$ cat src/rtl/rv_multicycle_ctrl.sv
// Multi-cycle FETCH/DECODE/EXEC/MEM/WB control FSM for the RV32I-subset core.
// Optional macro ILLEGAL_TRAP_EN: illegal opcodes halt instead of retiring as a NOP.
module rv_multicycle_ctrl #(
  parameter int CNT_W = 32
) (
  input  logic             clk,
  input  logic             reset,
  input  logic [31:0]      instr,
  input  logic             br_taken,
  input  logic             mem_ready,
  output logic             mem_req,
  output logic             mem_we,
  output logic             addr_sel,
  output logic             ir_write,
  output logic             pc_write,
  output logic             pc_sel,
  output logic [2:0]       imm_fmt,
  output logic             alu_a_sel,
  output logic             alu_b_sel,
  output logic             alu_op,
  output logic             reg_write,
  output logic [1:0]       wb_sel,
  output logic [2:0]       state,
  output logic [CNT_W-1:0] instret
);

  typedef enum logic [2:0] {
    S_FETCH = 3'd0, S_DECODE = 3'd1, S_EXEC = 3'd2,
    S_MEM   = 3'd3, S_WB     = 3'd4, S_HALT = 3'd5
  } state_t;

  typedef enum logic [2:0] {
    C_NONE, C_OPIMM, C_LOAD, C_STORE, C_AUIPC, C_JAL, C_BRANCH, C_ILL
  } cls_t;

  function automatic cls_t decode_cls(input logic [6:0] opc);
    case (opc)
      7'b0010011: return C_OPIMM;
      7'b0000011: return C_LOAD;
      7'b0100011: return C_STORE;
      7'b0010111: return C_AUIPC;
      7'b1101111: return C_JAL;
      7'b1100011: return C_BRANCH;
      default:    return C_ILL;
    endcase
  endfunction

  function automatic logic [2:0] imm_of(input cls_t c);
    case (c)
      C_OPIMM, C_LOAD: return 3'b000;
      C_STORE:         return 3'b001;
      C_AUIPC:         return 3'b010;
      C_JAL:           return 3'b011;
      C_BRANCH:        return 3'b100;
      default:         return 3'b111;
    endcase
  endfunction

  state_t           state_q, state_d;
  cls_t             cls_q, cls_d, cls_dec;
  logic [CNT_W-1:0] instret_q, instret_d;
  logic             retire;
  logic             unused_instr;

  assign cls_dec      = decode_cls(instr[6:0]);
  assign unused_instr = ^instr[31:7];

  always_ff @(posedge clk) begin
    if (reset) begin
      state_q   <= S_FETCH;
      cls_q     <= C_NONE;
      instret_q <= '0;
    end else begin
      state_q   <= state_d;
      cls_q     <= cls_d;
      instret_q <= instret_d;
    end
  end

  always_comb begin
    state_d   = state_q;
    cls_d     = cls_q;
    instret_d = instret_q;
    retire    = 1'b0;
    mem_req   = 1'b0;
    mem_we    = 1'b0;
    addr_sel  = 1'b0;
    ir_write  = 1'b0;
    pc_write  = 1'b0;
    pc_sel    = 1'b0;
    imm_fmt   = 3'b111;
    alu_a_sel = 1'b0;
    alu_b_sel = 1'b0;
    alu_op    = 1'b0;
    reg_write = 1'b0;
    wb_sel    = 2'b00;

    case (state_q)
      S_FETCH: begin
        mem_req = 1'b1;
        if (mem_ready) begin
          ir_write = 1'b1;
          state_d  = S_DECODE;
        end
      end
      S_DECODE: begin
        cls_d   = cls_dec;
        imm_fmt = imm_of(cls_dec);
        if (cls_dec == C_ILL) begin
`ifdef ILLEGAL_TRAP_EN
          state_d = S_HALT;
`else
          state_d = S_WB;
`endif
        end else begin
          state_d = S_EXEC;
        end
      end
      S_EXEC: begin
        imm_fmt   = imm_of(cls_q);
        alu_b_sel = 1'b1;
        case (cls_q)
          C_OPIMM: begin
            alu_op  = 1'b1;
            state_d = S_WB;
          end
          C_AUIPC, C_JAL: begin
            alu_a_sel = 1'b1;
            state_d   = S_WB;
          end
          C_LOAD, C_STORE: state_d = S_MEM;
          C_BRANCH: begin
            alu_a_sel = 1'b1;
            pc_write  = 1'b1;
            pc_sel    = br_taken;
            retire    = 1'b1;
            state_d   = S_FETCH;
          end
          default: state_d = S_FETCH;
        endcase
      end
      S_MEM: begin
        imm_fmt   = imm_of(cls_q);
        alu_b_sel = 1'b1;
        mem_req   = 1'b1;
        addr_sel  = 1'b1;
        mem_we    = (cls_q == C_STORE);
        if (mem_ready) begin
          if (cls_q == C_STORE) begin
            pc_write = 1'b1;
            retire   = 1'b1;
            state_d  = S_FETCH;
          end else begin
            state_d  = S_WB;
          end
        end
      end
      S_WB: begin
        // An illegal opcode reaching WB retires as a NOP: PC+4 only, no register write.
        imm_fmt   = imm_of(cls_q);
        reg_write = (cls_q != C_ILL);
        pc_write  = 1'b1;
        retire    = 1'b1;
        state_d   = S_FETCH;
        if (cls_q == C_LOAD) wb_sel = 2'b01;
        if (cls_q == C_JAL) begin
          wb_sel    = 2'b10;
          pc_sel    = 1'b1;
          alu_a_sel = 1'b1;
          alu_b_sel = 1'b1;
        end
      end
      S_HALT:  state_d = S_HALT;
      default: state_d = S_FETCH;
    endcase

    if (retire) instret_d = instret_q + CNT_W'(1);

    state   = state_q;
    instret = instret_q;
    // Reset overrides every output, including an outstanding memory request.
    if (reset) begin
      mem_req   = 1'b0;
      mem_we    = 1'b0;
      addr_sel  = 1'b0;
      ir_write  = 1'b0;
      pc_write  = 1'b0;
      pc_sel    = 1'b0;
      imm_fmt   = 3'b111;
      alu_a_sel = 1'b0;
      alu_b_sel = 1'b0;
      alu_op    = 1'b0;
      reg_write = 1'b0;
      wb_sel    = 2'b00;
      state     = 3'd0;
      instret   = '0;
    end
  end

endmodule

$ cat config.mk
export PLATFORM = sky130hd
export DESIGN_NAME = rv_multicycle_ctrl
export DESIGN_NICKNAME = d
export VERILOG_FILES = /design/src/rtl/rv_multicycle_ctrl.sv
export SDC_FILE = /design/constraint.sdc
export NUM_CORES = 1
export LEC_CHECK = 0
export CAP_MARGIN = 30
export CELL_PAD_IN_SITES_DETAIL_PLACEMENT = 0
export CELL_PAD_IN_SITES_GLOBAL_PLACEMENT = 1
export CORE_UTILIZATION = 32
export CTS_BUF_LIST = sky130_fd_sc_hd__clkbuf_16
export CTS_CLUSTER_DIAMETER = 50
export DETAILED_ROUTE_END_ITERATION = 10
export PLACE_DENSITY_LB_ADDON = 0.1
export SYNTH_ARGS = -nofsm -noshare
export SYNTH_HDL_FRONTEND = slang
export SYNTH_SLANG_ARGS = --single-unit
$ cat constraint.sdc
create_clock -name clk -period 2.4 [get_ports clk]
set_clock_uncertainty 0.2 [all_clocks]
set_input_delay 0.24 -clock clk [delete_from_list [all_inputs] [get_ports clk]]
set_output_delay 0.24 -clock clk [all_outputs]
set_load 0.01 [all_outputs]
==> results of run 1 <==
==> synthesized netlist by cell type (all sizes together) (4+ instances only) <==
library cell	count
buf	5
nand2b	4
dfxtp	38
nor2	38
clkbuf	16
and2	4
a21oi	27
or3	19
xor2	6
nor3	7
o21ai	25
nand2	22
inv	12
and3	5
nand4	11
nand3	18
nor2b	34
xnor2	4
nor4	4
==> where the power goes <==
part | internal, mW | switching (mW) | total, mW
Clock | 0.481 | 0.248 | 0.729
Combinational | 0.108 | 0.121 | 0.229
Sequential | 0.641 | 0.0168 | 0.657
Total | 1.23 | 0.386 | 1.62
==> sequential cells by signal (all words and copies together) (netlist names) <==
| name | cells |
|---|---|
| instret_q | 32 |
| cls_q | 3 |
| state_q | 3 |
==> repair_timing <==
item                                    in CTS  in global routing
endpoints found under the setup margin       7                  6
pin swaps                                    2                  4
hold buffers                                 0                  0
buffers inserted                             2                  3
resized for setup                           23                 10
gates cloned                                 0                  0
==> layer usage <==
metal	track usage, %	vias to the layer above	part of all wire, %
met3	2.51	4	3.9
li1	-	1392	-
met1	21.4	1253	49
met2	29.1	55	47
met5	0	-	0
met4	4.37	0	0.51
==> cell type report <==
| class | count | area [um^2] |
|---|---|---|
| clock buffers | 5 | 125 |
| clock inverters | 2 | 33.8 |
| multi-input cells | 269 | 1710 |
| inverters | 12 | 45.0 |
| flip-flops and latches | 38 | 769 |
| fillers | 782 | 3970 |
| well taps | 102 | 128 |
| repair buffers | 104 | 945 |
==> worst paths after layout <==
kind / start / end / slack, ns / cells after the start
max reg2reg: state_q[2]$_SDFFE_PP0P_ / instret_q[19]$_SDFFE_PP0P_ / 0.18 / 7
max: instr[6] / imm_fmt[0] / 0.09 / 7
min reg2reg: instret_q[13]$_SDFFE_PP0P_ / instret_q[13]$_SDFFE_PP0P_ / 0.29 / 2
min: reset / instret_q[23]$_SDFFE_PP0P_ / 0.27 / 3
==> cells in the final DEF, fill, tap and decap left out, types with 3 or more instances in the layout <==
cell / netlist / final
sky130_fd_sc_hd__a21oi_1: 27 / 27
sky130_fd_sc_hd__and2_1: 4 / 4
sky130_fd_sc_hd__and3_1: 5 / 5
sky130_fd_sc_hd__buf_4: 2 / 42
sky130_fd_sc_hd__clkbuf_16: 0 / 5
sky130_fd_sc_hd__clkdlybuf4s50_1: 0 / 50
sky130_fd_sc_hd__dfxtp_1: 38 / 33
sky130_fd_sc_hd__dfxtp_2: 0 / 4
sky130_fd_sc_hd__dlygate4sd2_1: 0 / 5
sky130_fd_sc_hd__inv_1: 12 / 12
sky130_fd_sc_hd__nand2_1: 21 / 21
sky130_fd_sc_hd__nand2b_1: 3 / 3
sky130_fd_sc_hd__nand3_1: 17 / 17
sky130_fd_sc_hd__nand4_1: 7 / 7
sky130_fd_sc_hd__nand4_4: 4 / 4
sky130_fd_sc_hd__nor2_1: 38 / 36
sky130_fd_sc_hd__nor2b_1: 34 / 32
sky130_fd_sc_hd__nor3_1: 7 / 6
sky130_fd_sc_hd__nor4_1: 3 / 3
sky130_fd_sc_hd__o21ai_0: 25 / 24
sky130_fd_sc_hd__or3_1: 19 / 19
sky130_fd_sc_hd__or4_1: 3 / 3
sky130_fd_sc_hd__xnor2_1: 4 / 4
sky130_fd_sc_hd__xor2_1: 6 / 6
==> cells by family after synthesis <==
kind of cell	Yosys count	share of synthesized area, %
adders and majority gates	1	0.491
muxes	3	1.32
and+or+nand+nor	179	41.2
xor gates and xnor gates	10	3.43
buffers and inverters	33	5.20
AOI/OAI and AO/OA	76	18.5
DFF	38	29.8
==> stage by stage <==
step                       TNS, ns  hold WS (ns)  total power, mW  cells
final                            0         0.273             1.62    532
after global routing      -0.00684         0.291             1.68    532
after floorplan                  0         0.228            0.784    340
after detailed placement     -1.49         0.276            0.889    520
after global placement       -1.58         0.267            0.889    520
after CTS                        0         0.252             1.63    529
==> worst max-delay path, delay by kind of cell <==
kind | cells | cell delay [ns]
buf+inv | 3 | 0.85
compound gates | 3 | 0.52
simple gates | 1 | 0.26
==> results.md, run 1 <==
Global route
* **overflow left after global routing** 0
* **overall routing resource usage** 16.7%
* **global-route wire length before repair** 11.5 mm
* **antenna violations before repair** 0
* **maximum number of pins on one net before global-route repair** 52
* **via count of the first global-routing pass** 2,497

Worst setup path
* **CP peak stage delay** 0.49 ns
* **Worst Setup Start Kind** primary input
* **classification of the worst setup path** primary input to output port
* **CP max stage cell** sky130_fd_sc_hd__clkdlybuf4s50_1
* **data arrival time of the worst path** 1.87 ns
* **kind of end point of the critical path** output port
* **peak fanout along the critical path** 3
* **Most Frequent Cell on Critical Path** sky130_fd_sc_hd__a21o_1
* **WP data required** 1.96 ns
* **worst path cell trace** clkdlybuf4s50_1, inv_1, nor4b_2, o2111ai_1, a21o_1, a21o_1, dlygate4sd2_1

Pwr
* **ratio of total power to cell area** 430 mW/mm^2
* **leakage power of the design** 1.35 nW
* **largest voltage drop on the vdd net** 236 uV

STA
* **crit path setup slack, layout** 0.0926 ns
* **unrepaired setup endpoints after global routing** true
* **time the worst path needs with I/O delays and setup** 2.31 ns
* **Worst slew margin** 77.5%
* **Final Hold Violating Endpoints** 0
* **number of setup violations in the final report** 0
* **max-slew violation count** 0
* **fmax** 433 MHz
* **portion of the clock cycle consumed by the worst path in the final layout** 96.1%
* **Tightest Pin Transition** 0.335 ns

Route
* **post-route DRC violation count** 0
* **iteration count of the initial detailed-routing pass** 6
* **final routed wire length divided by cell count** 12.9 um
* **Vias/cell** 5.08
* **detailed-route via count** 2,704
* **1st-iter DRT viols** 93
* **total routed wirelength** 6.88 mm
* **count of antenna-violating nets left after detailed routing** 0

Run status
* **outcome** completed

Synth
* **number of synthesized register bits** 38
* **synthesized netlist cell count** 340
* **yosys synthesis warning count** 0
* **Synth async-reset ratio** 0%
* **cell type contributing the most total cell area after synthesis** sky130_fd_sc_hd__dfxtp_1
* **syn nets** 377
* **main area contributors after synthesis** sky130_fd_sc_hd__dfxtp_1 (30%), sky130_fd_sc_hd__nor2b_1 (8.3%), sky130_fd_sc_hd__nor2_1 (5.6%)
* **post-synthesis cell type count** 53
* **fraction of synthesized cell area taken by the top area cell type** 29.8%
* **ys flop type** sky130_fd_sc_hd__dfxtp_1
* **number of flops mapped to enable cells by yosys** 0
* **post-synthesis instance area** 0.00255 mm^2
* **post-synthesis area per instance** 7.50 um^2
* **sequential element share of the synthesized area** 29.8%

Placed design
* **worst slack, placed** -0.255 ns
* **Buffers on Ports** 60
* **instance area at placement** 0.00350 mm^2
* **final weighted congestion in routability-driven placement** 0.872
* **Post-DP HPWL** 5.09 mm

Finish
* **final net count** 467
* **Area Overhead vs Synth** 47.2%
* **final standard cell area without fillers** 0.00375 mm^2
* **Util after Layout** 48.6%
* **layout cell share with drive strength beyond 1** 18.4%
* **number of diodes added for antenna fixing** 0

CTS
* **master cell of the clock root buffer** sky130_fd_sc_hd__clkbuf_16
* **clock-pin slew of the registers on the worst-case setup and hold paths** 0.06 ns
* **CTS Sinks** 38
* **TritonCTS clock tree** built
* **Max H-tree Level** 2
* **Clock Tree Buf Depth** 2
* **total CTS buffers** 5
* **clock insertion delay at the later pin of the skew report** 0.28 ns

Die
* **floorplan die area** 0.00833 mm^2
* **Die Width** 91.3 um
* **number of top-level pins** 86
* **initial core utilization** 33.0%
* **chip height** 91.3 um
* **Cell Rows** 32
* **core area** 0.00773 mm^2

Run
* **maximum capacitance violations** 0

Worst hold path
* **Hold Path Class** primary input to register

Power figures use the tool's default switching activity.
==> run 2: changes to the inputs <==
--- a/config.mk
+++ b/config.mk
@@ -13,6 +13,7 @@
 export CTS_CLUSTER_DIAMETER = 50
 export DETAILED_ROUTE_END_ITERATION = 10
 export PLACE_DENSITY_LB_ADDON = 0.1
+export REMOVE_ABC_BUFFERS = 1
 export SYNTH_ARGS = -nofsm -noshare
 export SYNTH_HDL_FRONTEND = slang
 export SYNTH_SLANG_ARGS = --single-unit
==> results.md, run 2 (synthesized netlist as in run 1, its figures left out) <==
Route
* **post-route DRC violation count** 0, unchanged
* **total routed wirelength** 6.86 mm, was 6.88 mm
* **Vias/cell** 4.92, was 5.08
* **count of antenna-violating nets left after detailed routing** 0, unchanged
* **detailed-route via count** 2,643, was 2,704
* **iteration count of the initial detailed-routing pass** 4, was 6
* **final routed wire length divided by cell count** 12.8 um, was 12.9 um
* **1st-iter DRT viols** 59, was 93

STA
* **max-slew violation count** 0, unchanged
* **final hold slack** 0.153 ns, was 0.273 ns
* **fmax** 426 MHz, was 433 MHz
* **Final Hold Violating Endpoints** 0, unchanged
* **portion of the clock cycle consumed by the worst path in the final layout** 97.9%, was 96.1%
* **total negative slack for setup checks** 0 ns, unchanged
* **number of setup violations in the final report** 0, unchanged
* **Worst slew margin** 70.0%, was 77.5%
* **time the worst path needs with I/O delays and setup** 2.35 ns, was 2.31 ns
* **Tightest Pin Transition** 0.447 ns, was 0.335 ns
* **crit path setup slack, layout** 0.0504 ns, was 0.0926 ns

Global route
* **overflow left after global routing** 0, unchanged
* **via count of the first global-routing pass** 2,464, was 2,497
* **antenna violations before repair** 0, unchanged
* **overall routing resource usage** 16.9%, was 16.7%
* **maximum number of pins on one net before global-route repair** 50, was 52
* **global-route wire length before repair** 11.6 mm, was 11.5 mm

Placed design
* **total placed cells including tap cells** 527, was 520
* **Buffers on Ports** 60, unchanged
* **final weighted congestion in routability-driven placement** 0.803, was 0.872
* **instance area at placement** 0.00356 mm^2, was 0.00350 mm^2
* **Post-DP HPWL** 5.08 mm, was 5.09 mm
* **worst slack, placed** -0.243 ns, was -0.255 ns

Die
* **Cell Rows** 32, unchanged
* **core area** 0.00773 mm^2, unchanged
* **chip height** 91.3 um, unchanged
* **number of top-level pins** 86, unchanged
* **floorplan die area** 0.00833 mm^2, unchanged
* **initial core utilization** 33.0%, unchanged
* **Die Width** 91.3 um, unchanged

Worst setup path
* **classification of the worst setup path** primary input to output port, unchanged
* **logic depth of the worst register-to-register path** 7, unchanged
* **WP data required** 1.96 ns, about the same
* **register-to-register setup slack** 0.13 ns, was 0.18 ns
* **buffers and inverters on the worst path** 4, was 3
* **data arrival time of the worst path** 1.91 ns, was 1.87 ns
* **kind of cell adding the most delay to the critical path** buffers and inverters, unchanged
* **reg2reg end** instret_q[17]$_SDFFE_PP0P_, was instret_q[19]$_SDFFE_PP0P_
* **kind of end point of the critical path** output port, unchanged
* **Worst Setup Start Kind** primary input, unchanged
* **CP max stage cell** sky130_fd_sc_hd__clkdlybuf4s50_1, unchanged
* **Most Frequent Cell on Critical Path** sky130_fd_sc_hd__clkdlybuf4s50_1, was sky130_fd_sc_hd__a21o_1
* **CP peak stage delay** 0.61 ns, was 0.49 ns
* **worst r2r src** cls_q[0]$_SDFFE_PP0P_, was state_q[2]$_SDFFE_PP0P_
* **worst path cell trace** clkdlybuf4s50_1, inv_1, buf_4, nor4b_1, clkdlybuf4s50_1, was clkdlybuf4s50_1, inv_1, nor4b_2, o2111ai_1, a21o_1, a21o_1, dlygate4sd2_1
* **peak fanout along the critical path** 2, was 3

Worst hold path
* **hold depth** 2, was 3
* **Worst Hold Launch** reset, unchanged
* **Hold Path Class** primary input to register, unchanged
* **sink of the worst hold path** instret_q[4]$_SDFFE_PP0P_, was instret_q[23]$_SDFFE_PP0P_

Finish
* **max FFs per register** 32, unchanged
* **Area Overhead vs Synth** 47.5%, was 47.2%
* **Util after Layout** 48.7%, was 48.6%
* **leading cell type in the layout, fill and taps excluded** sky130_fd_sc_hd__clkdlybuf4s50_1, unchanged
* **final standard cell area without fillers** 0.00376 mm^2, was 0.00375 mm^2
* **leading registers by flop count** instret_q: 32 flops, cls_q: 3 flops, state_q: 3 flops, unchanged
* **most used cells in the layout excluding fill and tap cells** sky130_fd_sc_hd__clkdlybuf4s50_1 (49), sky130_fd_sc_hd__buf_4 (45), sky130_fd_sc_hd__nor2_1 (36), was sky130_fd_sc_hd__clkdlybuf4s50_1 (50), sky130_fd_sc_hd__buf_4 (42), sky130_fd_sc_hd__nor2_1 (36)
* **number of diodes added for antenna fixing** 0, unchanged
* **Largest Register** instret_q, unchanged
* **layout cell share with drive strength beyond 1** 18.4%, about the same
* **number of standard cells in the final layout excluding fillers** 537, was 532
* **final net count** 471, was 467

CTS
* **TritonCTS clock tree** built, unchanged
* **clock-pin slew of the registers on the worst-case setup and hold paths** 0.05 ns, was 0.06 ns
* **Clock Tree Buf Depth** 2, unchanged
* **Max H-tree Level** 2, unchanged
* **total CTS buffers** 5, unchanged
* **master cell of the clock root buffer** sky130_fd_sc_hd__clkbuf_16, unchanged
* **CTS hold repair buffers** 0, unchanged
* **clock insertion delay at the later pin of the skew report** 0.28 ns, about the same
* **CTS Sinks** 38, unchanged

Pwr
* **post-route total power** 1.50 mW, was 1.62 mW
* **combinational cell fraction of total power** 15.1%, was 14.2%
* **power share of the sequential group** 43.6%, was 40.7%
* **clock network fraction of total power** 41.2%, was 45.1%
* **ratio of total power to cell area** 400 mW/mm^2, was 430 mW/mm^2
* **leakage power of the design** 1.36 nW, was 1.35 nW
* **sw power** 0.381 mW, was 0.386 mW
* **net switching fraction of the power** 25.3%, was 23.9%
* **largest voltage drop on the vdd net** 287 uV, was 236 uV
* **Internal Pwr Total** 1.12 mW, was 1.23 mW

Run
* **maximum capacitance violations** 0, unchanged

Run status
* **outcome** completed, unchanged

-- run 2: timing repair --
action,4_1_cts,5_1_grt
setup buffers,2,0
hold endpoints to repair,0,0
endpoints found under the setup margin,6,5
gates resized for setup,22,7
pin swaps,1,0
-- run 2: area by class of cell --
type	instances	area, um^2
clock inverters	3	12.5
repair buffers	108	980
well taps	102	128
flip-flops and latches	38	768
multi-input cells	269	1700
clock buffers	5	125
fillers	769	3970
inverters	12	45.0
-- run 2: worst reg2reg max path: stages, from the launching register on --
cell and delay, ns:
sky130_fd_sc_hd__dfxtp_2 0.39, sky130_fd_sc_hd__nand2_1 0.14, sky130_fd_sc_hd__o41ai_4 0.42, sky130_fd_sc_hd__buf_4 0.19, sky130_fd_sc_hd__buf_4 0.14, sky130_fd_sc_hd__nand4_1 0.21
sky130_fd_sc_hd__or3_1 0.37, sky130_fd_sc_hd__a21oi_1 0.13
-- run 2: worst max-delay path by stage --
stage                                  startpoint                         end  slack (ns)  depth (start not counted)
final                                   mem_ready                    ir_write        0.05                          5
after global routing                     instr[6]                  imm_fmt[0]       -0.03                          8
after CTS                 state_q[2]$_SDFFE_PP0P_                      pc_sel        0.02                          7
after detailed placement                 instr[3]                  imm_fmt[2]       -0.24                          8
after global placement                   instr[3]                  imm_fmt[2]       -0.28                          8
after floorplan             cls_q[2]$_SDFFE_PP0P_  instret_q[13]$_SDFFE_PP0P_       -0.36                          5
-- run 2: layer usage --
layer / global-route usage, % / wire length [um] / vias to the layer above
li1: - / - / 1399
met5: 0 / 0 / -
met1: 22.3 / 3370 / 1191
met2: 27.8 / 3180 / 43
met3: 3.10 / 197 / 10
met4: 5.42 / 115 / 0
-- run 2: power by group through the flow --
stage,Combinational [mW],Sequential (mW),Clock (mW)
4_1_cts,0.226,0.656,0.642
6_report,0.228,0.657,0.620
3_3_place_gp,0.219,0.668,0
2_1_floorplan,0.0854,0.672,0
5_1_grt,0.250,0.658,0.674
3_5_place_dp,0.219,0.669,0
==> run 3: changes to the inputs <==
--- a/config.mk
+++ b/config.mk
@@ -14,6 +14,7 @@
 export DETAILED_ROUTE_END_ITERATION = 10
 export PLACE_DENSITY_LB_ADDON = 0.1
 export REMOVE_ABC_BUFFERS = 1
+export SLEW_MARGIN = 20
 export SYNTH_ARGS = -nofsm -noshare
 export SYNTH_HDL_FRONTEND = slang
 export SYNTH_SLANG_ARGS = --single-unit
==> constraint.sdc (replaced) <==
create_clock -name clk -period 2.5 [get_ports clk]
set_clock_uncertainty 0.2 [all_clocks]
set_input_delay 0.25 -clock clk [delete_from_list [all_inputs] [get_ports clk]]
set_output_delay 0.25 -clock clk [all_outputs]
set_load 0.01 [all_outputs]
==> results.md, run 3 (synthesized netlist as in run 1, its figures left out) <==
Die
* **core area** 0.00773 mm^2, unchanged
* **initial core utilization** 33.0%, unchanged
* **Cell Rows** 32, unchanged
* **number of top-level pins** 86, unchanged
* **chip height** 91.3 um, unchanged
* **floorplan die area** 0.00833 mm^2, unchanged
* **Die Width** 91.3 um, unchanged

Global route
* **global-route wire length before repair** 11.5 mm, was 11.6 mm
* **via count of the first global-routing pass** 2,465, was 2,464
* **antenna violations before repair** 0, unchanged
* **overall routing resource usage** 16.7%, was 16.9%
* **overflow left after global routing** 0, unchanged
* **maximum number of pins on one net before global-route repair** 43, was 50

Route
* **post-route DRC violation count** 0, unchanged
* **Vias/cell** 5.02, was 4.92
* **count of antenna-violating nets left after detailed routing** 0, unchanged
* **detailed-route via count** 2,644, was 2,643
* **final routed wire length divided by cell count** 12.7 um, was 12.8 um
* **total routed wirelength** 6.69 mm, was 6.86 mm
* **iteration count of the initial detailed-routing pass** 6, was 4
* **1st-iter DRT viols** 85, was 59

Run status
* **outcome** completed, unchanged

Placed design
* **Buffers on Ports** 60, unchanged
* **final weighted congestion in routability-driven placement** 0.753, was 0.803
* **Post-DP HPWL** 4.97 mm, was 5.08 mm
* **worst slack, placed** -0.218 ns, was -0.243 ns

Worst setup path
* **data arrival time of the worst path** 1.93 ns, was 1.91 ns
* **timing startpoint of the critical path** instr[6], was mem_ready
* **reg2reg end** instret_q[15]$_SDFFE_PP0P_, was instret_q[17]$_SDFFE_PP0P_
* **worst path cell trace** clkdlybuf4s50_1, inv_1, nor4b_2, o2111ai_2, a21o_1, a21o_1, dlygate4sd2_1, was clkdlybuf4s50_1, inv_1, buf_4, nor4b_1, clkdlybuf4s50_1
* **CP max stage cell** sky130_fd_sc_hd__clkdlybuf4s50_1, unchanged
* **register-to-register setup slack** 0.23 ns, was 0.13 ns
* **classification of the worst setup path** primary input to output port, unchanged
* **CP peak stage delay** 0.50 ns, was 0.61 ns
* **Most Frequent Cell on Critical Path** sky130_fd_sc_hd__a21o_1, was sky130_fd_sc_hd__clkdlybuf4s50_1
* **worst r2r src** state_q[1]$_SDFFE_PP0P_, was cls_q[0]$_SDFFE_PP0P_
* **kind of end point of the critical path** output port, unchanged
* **logic depth of the worst register-to-register path** 8, was 7
* **WP data required** 2.05 ns, was 1.96 ns
* **Worst Setup Start Kind** primary input, unchanged
* **peak fanout along the critical path** 3, was 2

CTS
* **master cell of the clock root buffer** sky130_fd_sc_hd__clkbuf_16, unchanged
* **clock-pin slew of the registers on the worst-case setup and hold paths** 0.06 ns, was 0.05 ns
* **CTS Sinks** 38, unchanged
* **Clock Tree Buf Depth** 2, unchanged
* **clock insertion delay at the later pin of the skew report** 0.28 ns, about the same
* **TritonCTS clock tree** built, unchanged
* **total CTS buffers** 5, unchanged
* **Max H-tree Level** 2, unchanged

Pwr
* **largest voltage drop on the vdd net** 287 uV, about the same
* **ratio of total power to cell area** 418 mW/mm^2, was 400 mW/mm^2
* **leakage power of the design** 1.32 nW, was 1.36 nW

STA
* **Worst slew margin** 77.3%, was 70.0%
* **Final Hold Violating Endpoints** 0, unchanged
* **Tightest Pin Transition** 0.338 ns, was 0.447 ns
* **number of setup violations in the final report** 0, unchanged
* **time the worst path needs with I/O delays and setup** 2.38 ns
* **portion of the clock cycle consumed by the worst path in the final layout** 95.2%
* **fmax** 420 MHz
* **max-slew violation count** 0, unchanged
* **crit path setup slack, layout** 0.119 ns, was 0.0504 ns

Finish
* **leading cell type in the layout, fill and taps excluded** sky130_fd_sc_hd__clkdlybuf4s50_1, unchanged
* **number of diodes added for antenna fixing** 0, unchanged
* **leading registers by flop count** instret_q: 32 flops, cls_q: 3 flops, state_q: 3 flops, unchanged
* **Area Overhead vs Synth** 45.9%, was 47.5%
* **final net count** 461, was 471
* **fill cell total of the finished layout** 771, was 769
* **multi-input logic area** 0.00172 mm^2, was 0.00170 mm^2
* **Largest Register** instret_q, unchanged
* **most used cells in the layout excluding fill and tap cells** sky130_fd_sc_hd__clkdlybuf4s50_1 (50), sky130_fd_sc_hd__buf_4 (37), sky130_fd_sc_hd__nor2_1 (36), was sky130_fd_sc_hd__clkdlybuf4s50_1 (49), sky130_fd_sc_hd__buf_4 (45), sky130_fd_sc_hd__nor2_1 (36)
* **layout cell share with drive strength beyond 1** 17.2%, was 18.4%
* **Util after Layout** 48.1%, was 48.7%
* **area of all sequential standard cells** 767 um^2, was 768 um^2
* **max FFs per register** 32, unchanged

Worst hold path
* **hold depth** 3, was 2
* **Hold Path Class** primary input to register, unchanged
* **Worst Hold Launch** reset, unchanged
* **sink of the worst hold path** instret_q[6]$_SDFFE_PP0P_, was instret_q[4]$_SDFFE_PP0P_

Run
* **maximum capacitance violations** 0, unchanged

run 3: critical path: cells and delay by family:
| kind | cells | cell delay [ns] |
|---|---|---|
| buffers and inverters | 3 | 0.84 |
| AOI/OAI and AO/OA | 3 | 0.53 |
| and+or+nand+nor | 1 | 0.31 |
run 3: stage by stage:
step,total power [mW],area [um^2],hold slack [ns],std cells,setup TNS [ns]
floorplan,0.727,2460,0.119,319,-1.33
global placement,0.848,3460,0.265,516,-0.629
detailed placement,0.848,3460,0.275,516,-0.652
CTS,1.56,3660,0.286,526,0
global route,1.62,3720,0.312,527,-0.0106
finish,1.56,3720,0.290,527,0
run 3: layer usage:
metal | GRT usage [%] | up-vias | share of wire [%]
met1 | 22.3 | 1215 | 49
met2 | 27.8 | 45 | 47
li1 | - | 1380 | -
met4 | 2.78 | 0 | 0.57
met3 | 4.02 | 4 | 4.2
met5 | 0 | - | 0
run 3: report_power, final:
part / switching [mW] / internal, mW / leakage [nW]
sequential: 0.0152 / 0.615 / 0.309
combinational: 0.116 / 0.104 / 0.928
clock: 0.243 / 0.463 / 0.0864
total: 0.374 / 1.18 / 1.32
run 3: timing repair:
item | in CTS | in global routing
pin swaps | 2 | 2
resized for setup | 16 | 15
setup buffers | 2 | 1
cloned | 0 | 0
endpoints found under the setup margin | 5 | 5
hold buffers | 0 | 0
run 3: layout make-up:
class	count	area share, %
Clock buffer	5	3.36
Inverter	12	1.21
Sequential cell	38	20.6
Multi-Input combinational cell	269	46.4
Timing Repair Buffer	98	24.0
Clock inverter	3	1.01
Tap cell	102	3.43
run 3: how the worst max path moves through the flow:
stage / slack [ns] / to
2_1_floorplan: -0.26 / instret_q[13]$_SDFFE_PP0P_
3_3_place_gp: -0.19 / imm_fmt[0]
3_5_place_dp: -0.22 / imm_fmt[0]
4_1_cts: 0.004 / alu_b_sel
5_1_grt: -0.01 / imm_fmt[0]
6_report: 0.12 / imm_fmt[0]
